<file path="config.mk">
export PLATFORM = sky130hd
export DESIGN_NAME = seven_seg_scanner
export DESIGN_NICKNAME = d
export VERILOG_FILES = /design/src/rtl/seven_seg_scanner.sv
export SDC_FILE = /design/constraint.sdc
export NUM_CORES = 1
export LEC_CHECK = 0
export CAP_MARGIN = 20
export CELL_PAD_IN_SITES_DETAIL_PLACEMENT = 0
export CELL_PAD_IN_SITES_GLOBAL_PLACEMENT = 1
export CORE_ASPECT_RATIO = 0.5
export CORE_MARGIN = 2
export CORE_UTILIZATION = 30
export CTS_BUF_LIST = sky130_fd_sc_hd__clkbuf_8
export CTS_CLUSTER_SIZE = 20
export DETAILED_ROUTE_END_ITERATION = 8
export PLACE_DENSITY_LB_ADDON = 0.2
export SYNTH_ARGS = -nofsm -noshare
export SYNTH_HDL_FRONTEND = slang
export SYNTH_SLANG_ARGS = --single-unit
</file>
<file path="constraint.sdc">
create_clock -name clk -period 3.59 [get_ports clk]
set_input_delay 0.359 -clock clk [delete_from_list [all_inputs] [get_ports clk]]
set_output_delay 0.359 -clock clk [all_outputs]
set_load 0.05 [all_outputs]
</file>
<file path="src/rtl/seven_seg_scanner.sv">
// seven_seg_scanner
//   Time-multiplexed driver for a 4-digit seven-segment display. A prescaler
//   sets how long each digit stays lit, and a 2-bit index walks the digits.
//   New contents are double-buffered. They only reach the display at a frame
//   boundary, which is the tick that ends digit 3. This keeps a frame from
//   ever showing a mix of old and new digits.
//
// Ports
//   clk          single clock, rising edge
//   reset        asynchronous, active-high
//   load         one-cycle request to capture digits_in / blank_in
//   digits_in    four hex nibbles, [3:0] = digit 0 (rightmost)
//   blank_in     per-digit blank request, bit n blanks digit n
//   anode        active-low digit enable, at most one bit low
//   digit_out    nibble of the scanned digit, for the segment decoder
//   update_ack   one-cycle pulse when captured contents become displayed
//   frame_start  one-cycle pulse when the scan wraps from digit 3 to digit 0
module seven_seg_scanner #(
    parameter int REFRESH_DIV = 100000
) (
    input  logic        clk,
    input  logic        reset,
    input  logic        load,
    input  logic [15:0] digits_in,
    input  logic [3:0]  blank_in,
    output logic [3:0]  anode,
    output logic [3:0]  digit_out,
    output logic        update_ack,
    output logic        frame_start
);

    localparam int CW = (REFRESH_DIV > 1) ? $clog2(REFRESH_DIV) : 1;
    localparam logic [CW-1:0] CNT_MAX = CW'(REFRESH_DIV - 1);

    logic [CW-1:0] cnt_q, cnt_d;
    logic [1:0]    idx_q, idx_d;
    logic [15:0]   act_dig_q, act_dig_d;
    logic [3:0]    act_blk_q, act_blk_d;
    logic [15:0]   pend_dig_q, pend_dig_d;
    logic [3:0]    pend_blk_q, pend_blk_d;
    logic          pend_vld_q, pend_vld_d;
    logic          ack_q, ack_d;
    logic          fs_q, fs_d;

    logic tick;
    logic boundary;

    always_comb begin
        tick     = (cnt_q == CNT_MAX);
        boundary = tick && (idx_q == 2'd3);

        cnt_d      = tick ? '0 : cnt_q + 1'b1;
        idx_d      = tick ? idx_q + 2'd1 : idx_q;
        act_dig_d  = act_dig_q;
        act_blk_d  = act_blk_q;
        pend_dig_d = pend_dig_q;
        pend_blk_d = pend_blk_q;
        pend_vld_d = pend_vld_q;
        ack_d      = 1'b0;
        fs_d       = boundary;

        if (boundary) begin
            // A load that lands on the boundary cycle bypasses the pending
            // buffer. It also takes priority over an older pending value.
            if (load) begin
                act_dig_d  = digits_in;
                act_blk_d  = blank_in;
                pend_vld_d = 1'b0;
                ack_d      = 1'b1;
            end else if (pend_vld_q) begin
                act_dig_d  = pend_dig_q;
                act_blk_d  = pend_blk_q;
                pend_vld_d = 1'b0;
                ack_d      = 1'b1;
            end
        end else if (load) begin
            // If several loads arrive in one frame, the last one wins.
            pend_dig_d = digits_in;
            pend_blk_d = blank_in;
            pend_vld_d = 1'b1;
        end
    end

    always_ff @(posedge clk or posedge reset) begin
        if (reset) begin
            cnt_q      <= '0;
            idx_q      <= '0;
            act_dig_q  <= '0;
            act_blk_q  <= '0;
            pend_dig_q <= '0;
            pend_blk_q <= '0;
            pend_vld_q <= 1'b0;
            ack_q      <= 1'b0;
            fs_q       <= 1'b0;
        end else begin
            cnt_q      <= cnt_d;
            idx_q      <= idx_d;
            act_dig_q  <= act_dig_d;
            act_blk_q  <= act_blk_d;
            pend_dig_q <= pend_dig_d;
            pend_blk_q <= pend_blk_d;
            pend_vld_q <= pend_vld_d;
            ack_q      <= ack_d;
            fs_q       <= fs_d;
        end
    end

    // Both outputs decode from the same registers, so they switch in the
    // same cycle. digit_out ignores blanking, and only the anode is gated.
    always_comb begin
        anode = 4'b1111;
        if (!act_blk_q[idx_q]) anode[idx_q] = 1'b0;
        digit_out   = act_dig_q[idx_q*4 +: 4];
        update_ack  = ack_q;
        frame_start = fs_q;
    end

endmodule
</file>
==> qor.csv, run 1 <==
metric;value;unit
status;finished, final reports clean;
die_area;11300;um^2
netlist_area;3120;um^2
whs;0.491;ns
critPathLaunchType;register;
wl_per_cell;15.6;um
ys.flop_type;dfrtp_1;
cts.clk_slew.worst_paths;0.07;ns
vias;2329;
drv_slew;0;
antenna_found_initial;0;
fill_cells;1039;
hp-class;input pin to async pin;
layout-drive-gt1-share;20.1;%
die_x;148;um
grt_pass1_wl;12800;um
rsz0062_at_grt;no;
htreeDepth;3;
fin_crit_sh;80.8;%
routed_via_density;4.82;
worstPathMaxFanout;8;
diodes;0;
postCtsSetupBuffers;0;
cts_hold_buf;0;
crit_slowest_cell;clkdlybuf4s50_1;
nNetsFinal;366;
drc;0;
cts_tree;done;
finalHoldViolations;0;
worstSetupPathType;register to output port;
drv_cap;0;
finalSetupTns;0;ns
tightest_slew;0.792;ns
critPathTopFamily;buffers and inverters;
fin_crit;2.90;ns
yosysSeqAreaShare;49.8;%
port_buffers;32;
ys_warn_count;0;
clock_latency;0.34;ns
async_flop_share;100;%
cts_buffer_depth;2;
syn2layout_area_growth;20.5;%
cpPeakStageDelay;0.70;ns
synth_area_per_cell;10.2;um^2
floorplan.initialDensity;30.7;%
grt.overflow.total;0;
io_pins;33;
max-slew-margin-rel;47.1;%
cts_resized;0;
cts_buffers;9;
leakage;1.56;nW
dp_hpwl;5040;um
path_buf_inv;1;
coreArea;10100;um^2
track_usage;14.7;%
first_pass_iters;4;
gp_congestion;0.705;
synth_edf_count;0;
drtIter0Drc;92;
vdd_drop_max;0.000132;V
grt_max_degree;37;
crit_chain;mux4_2 -> nand2b_1 -> clkdlybuf4s50_1;
num_rows;26;
fin_worst_skew;0.00909;ns
crit_required;3.23;ns
wl;7530;um
grt_pass1_vias;2461;
ant_nets;0;
synthCells;305;
yosysUniqueCellTypes;33;
fp.dieH;76.1;um
clock.fmax;345;MHz
critPathCaptureType;output port;
pwr_density_cell;352;nW/um^2
arrival;2.54;ns
final-setup-viol-count;0;
syn_nets;333;
cts-root-buf;clkbuf_8;
ys_ff_latch;62;
clock-sinks;62;
[synth_stat cells, types with 2 or more instances]
master / number / area [um^2]
a21oi_1: 21 / 105
a31o_2: 3 / 26.3
and3_1: 4 / 25.0
buf_2: 2 / 10.0
buf_4: 4 / 30.0
buf_6: 2 / 22.5
clkbuf_1: 10 / 37.5
dfrtp_1: 62 / 1550
ha_1: 5 / 62.6
inv_1: 7 / 26.3
mux2_2: 20 / 225
mux4_2: 5 / 113
nand2_1: 6 / 22.5
nand2b_1: 5 / 31.3
nand3_1: 27 / 135
nand4_1: 7 / 43.8
nor2_1: 49 / 184
nor2b_1: 2 / 12.5
o21ai_0: 2 / 10.0
o22ai_1: 20 / 125
or2_2: 17 / 106
xnor2_1: 9 / 78.8
xor2_1: 6 / 52.6
[report_power, final]
part           switching, mW  internal (mW)
sequential            0.0104          0.721
clock                  0.251          0.256
combinational         0.0376         0.0468
total                  0.299           1.02
[cell families after synthesis]
logic type,synth area share [%]
AOI/OAI and AO/OA,8.55
xor gates and xnor gates,4.21
adders and majority gates,2.01
buffers and inverters,4.17
DFF,49.8
muxes,10.8
and+or+nand+nor,20.5
[layer usage]
metal | track usage [%] | wire [um] | vias up
met4 | 4.29 | 58 | 0
met2 | 23.5 | 3670 | 41
met3 | 5.39 | 323 | 4
li1 | - | - | 1139
met5 | 0 | 0 | -
met1 | 18.8 | 3480 | 1145
[worst register-to-register path: stages, from the launching register on]
cell	delay [ns]
dfrtp_1	0.42
or4b_4	0.56
nor3_2	0.17
buf_4	0.27
and3_1	0.22
nand2b_1	0.31
buf_12	0.20
mux2_2	0.34
[state kept, by name, indices dropped and copies added, names as in the netlist]
register,flops
act_blk_q,4
act_dig_q,16
cnt_q,17
frame_start,1
idx_q,2
pend_blk_q,4
pend_dig_q,16
pend_vld_q,1
update_ack,1
[final cells by class]
class                      instances  area, um^2  share of cell area [%]
sequential                        62        1550                    41.3
multi-input combinational        217        1440                    38.4
timing repair buffer              41         400                    10.7
tap                              140         175                    4.66
clock buffer                      10         138                    3.66
inverter                           7        26.3                   0.699
clock inverter                     6        23.8                   0.633
[final timing paths]
path	cells after the start	end	slack, ns	from
max in group asynchronous	3	cnt_q[11]	2.38	reset
worst max-delay path	3	anode[0]	0.69	idx_q[0]
min in group clk	1	cnt_q[4]	0.50	cnt_q[4]
worst min register to register	1	cnt_q[4]	0.50	cnt_q[4]
worst min-delay path	2	act_dig_q[10]	0.49	reset
worst max register to register	7	pend_dig_q[5]	0.98	cnt_q[13]
[layout by cell type, fill, tap and decap left out]
master and n:
nor3_1 1, nor2b_1 2, nand4_1 7, o21ai_0 2
buf_4 8, xor2_1 6, nor4b_2 1, mux4_2 5
dfrtp_1 62, nor2_1 49, o22ai_1 20, or4b_4 1
or2_2 17, a21oi_1 21, inv_2 1, clkdlybuf4s50_1 32
nand2b_1 5, mux2_2 20, buf_12 1, and3_1 4
nand4bb_1 1, inv_1 11, nand2_1 6, xnor2_1 9
or3_1 1, ha_1 5, a31o_2 3, and2_1 1
clkbuf_8 10, nor4_1 1, nor4bb_1 1, nor3_2 1
nand3_1 27, clkinv_2 1
[metrics by stage]
step	power [mW]	instances	utilization, %	setup slack, ns	cell area [um^2]
floorplan	0.785	305	-	1.57	3120
global placement	0.829	467	35.4	1.01	3600
detailed placement	0.831	467	35.4	0.970	3600
CTS	1.36	483	37.0	0.605	3760
global route	1.40	483	37.0	0.580	3760
finish	1.32	483	37.0	0.690	3760
Power figures use the tool's default switching activity.
==> run 2: changes to the inputs <==
==> constraint.sdc (replaced) <==
create_clock -name clk -period 2.9 [get_ports clk]
set_input_delay 0.29 -clock clk [delete_from_list [all_inputs] [get_ports clk]]
set_output_delay 0.29 -clock clk [all_outputs]
set_load 0.05 [all_outputs]
==> qor.csv, run 2 (synthesis gave the netlist of run 1 again) <==
metric;value;unit;change
fin_crit_sh;95.3;%;
cts_buffer_depth;2;;unchanged
num_rows;26;;unchanged
hp-class;input pin to async pin;;unchanged
cts_buffers;9;;unchanged
htreeDepth;3;;unchanged
die_area;11300;um^2;unchanged
worstSetupPathType;register to output port;;unchanged
clock_latency;0.34;ns;about the same
layout-drive-gt1-share;20.9;%;was 20.1%
critPathCaptureType;output port;;unchanged
layout_commonest_cell;dfrtp_1;;unchanged
final_cell_mix;dfrtp_1 (62), nor2_1 (49), clkdlybuf4s50_1 (32);;unchanged
cpPeakStageDelay;0.71;ns;was 0.70 ns
ant_nets;0;;unchanged
clock-sinks;62;;unchanged
crit_required;2.61;ns;was 3.23 ns
wl;7700;um;was 7530 um
grt_max_degree;42;;was 37
antenna_found_initial;0;;unchanged
wl_per_cell;15.9;um;was 15.6 um
crit_chain;mux4_2 -> nand2b_1 -> clkdlybuf4s50_1;;unchanged
cts_resized;0;;unchanged
final-setup-viol-count;0;;unchanged
cts.clk_slew.worst_paths;0.06;ns;was 0.07 ns
finalHoldViolations;0;;unchanged
coreArea;10100;um^2;unchanged
pwr_density_cell;430;nW/um^2;was 352 nW/um^2
drv_cap;0;;unchanged
arrival;2.48;ns;was 2.54 ns
grt_pass1_vias;2390;;was 2461
largest_register_ffs;17;;unchanged
postCtsSetupBuffers;0;;unchanged
dp_hpwl;5080;um;was 5040 um
tightest_slew;0.766;ns;was 0.792 ns
pre_cts_slack;0.484;ns;was 0.970 ns
diodes;0;;unchanged
drtIter0Drc;126;;was 92
drv_slew;0;;unchanged
reg_top3;cnt_q: 17 flops, act_dig_q: 16 flops, pend_dig_q: 16 flops;;unchanged
regMostFlops;cnt_q;;unchanged
cts_tree;done;;unchanged
nNetsFinal;369;;was 366
crit_slowest_cell;clkdlybuf4s50_1;;unchanged
syn2layout_area_growth;20.8;%;was 20.5%
leakage;1.57;nW;was 1.56 nW
critPathLaunchType;register;;unchanged
routed_via_density;4.89;;was 4.82
first_pass_iters;4;;unchanged
critPathTopFamily;buffers and inverters;;unchanged
vias;2373;;was 2329
path_buf_inv;1;;unchanged
fp.dieH;76.1;um;unchanged
floorplan.initialDensity;30.7;%;unchanged
clock.fmax;362;MHz;
vdd_drop_max;0.000177;V;was 0.000132 V
die_x;148;um;unchanged
gp_congestion;0.771;;was 0.705
fin_worst_skew;0.00752;ns;was 0.00909 ns
drc;0;;unchanged
cts-root-buf;clkbuf_8;;unchanged
fin_crit;2.77;ns;
cts_hold_buf;0;;unchanged
finalSetupTns;0;ns;unchanged
port_buffers;32;;unchanged
grt_pass1_wl;12800;um;about the same
rsz0062_at_grt;no;;unchanged
status;finished, final reports clean;;unchanged
grt.overflow.total;0;;unchanged
io_pins;33;;unchanged
track_usage;14.7;%;about the same
max-slew-margin-rel;48.9;%;was 47.1%
worstPathMaxFanout;8;;unchanged
setup_slack;0.135;ns;was 0.690 ns
run 2: cell types whose count changed in the layout (fill, tap and decap cells not counted):
cell	change
buf_4	+3
inv_1	-1
clkinv_2	+1
clkbuf_8	-1
run 2: cell type report:
class | instances | area (um^2)
clock inverters | 6 | 25.0
inverters | 7 | 26.3
repair buffers | 44 | 423
fillers | 992 | 6380
flip-flops and latches | 62 | 1550
multi-input cells | 217 | 1440
well taps | 140 | 175
clock buffers | 9 | 124
run 2: worst paths after layout:
kind | depth (start not counted) | startpoint | slack [ns] | to
setup / recovery | 3 | idx_q[0] | 0.13 | anode[0]
setup reg to reg | 7 | cnt_q[13] | 0.64 | act_blk_q[3]
min in group clk | 1 | pend_dig_q[11] | 0.50 | pend_dig_q[11]
max in group asynchronous | 3 | reset | 2.00 | pend_vld_q
hold / removal | 2 | reset | 0.29 | cnt_q[4]
hold reg to reg | 1 | pend_dig_q[11] | 0.50 | pend_dig_q[11]
run 2: power by group:
part | internal, mW | switching (mW)
combinational | 0.0582 | 0.0468
sequential | 0.893 | 0.0136
clock | 0.289 | 0.320
run 2: metrics by stage:
stage / hold slack (ns) / utilization (%) / instance area, um^2 / total power [mW] / cells
after detailed placement: 0.493 / 35.7 / 3620 / 1.03 / 470
after floorplan: 0.440 / - / 3120 / 0.972 / 305
after global routing: 0.335 / 37.1 / 3770 / 1.71 / 485
final: 0.294 / 37.1 / 3770 / 1.62 / 485
after global placement: 0.478 / 35.7 / 3620 / 1.03 / 470
after CTS: 0.302 / 37.1 / 3770 / 1.65 / 485
run 2: layer usage:
layer  vias up  track usage [%]  routed length [um]
met1      1162             20.1                3730
li1       1143                -                   -
met4         0             4.19                  84
met3         8             4.67                 381
met2        60             22.6                3510
met5         -                0                   0
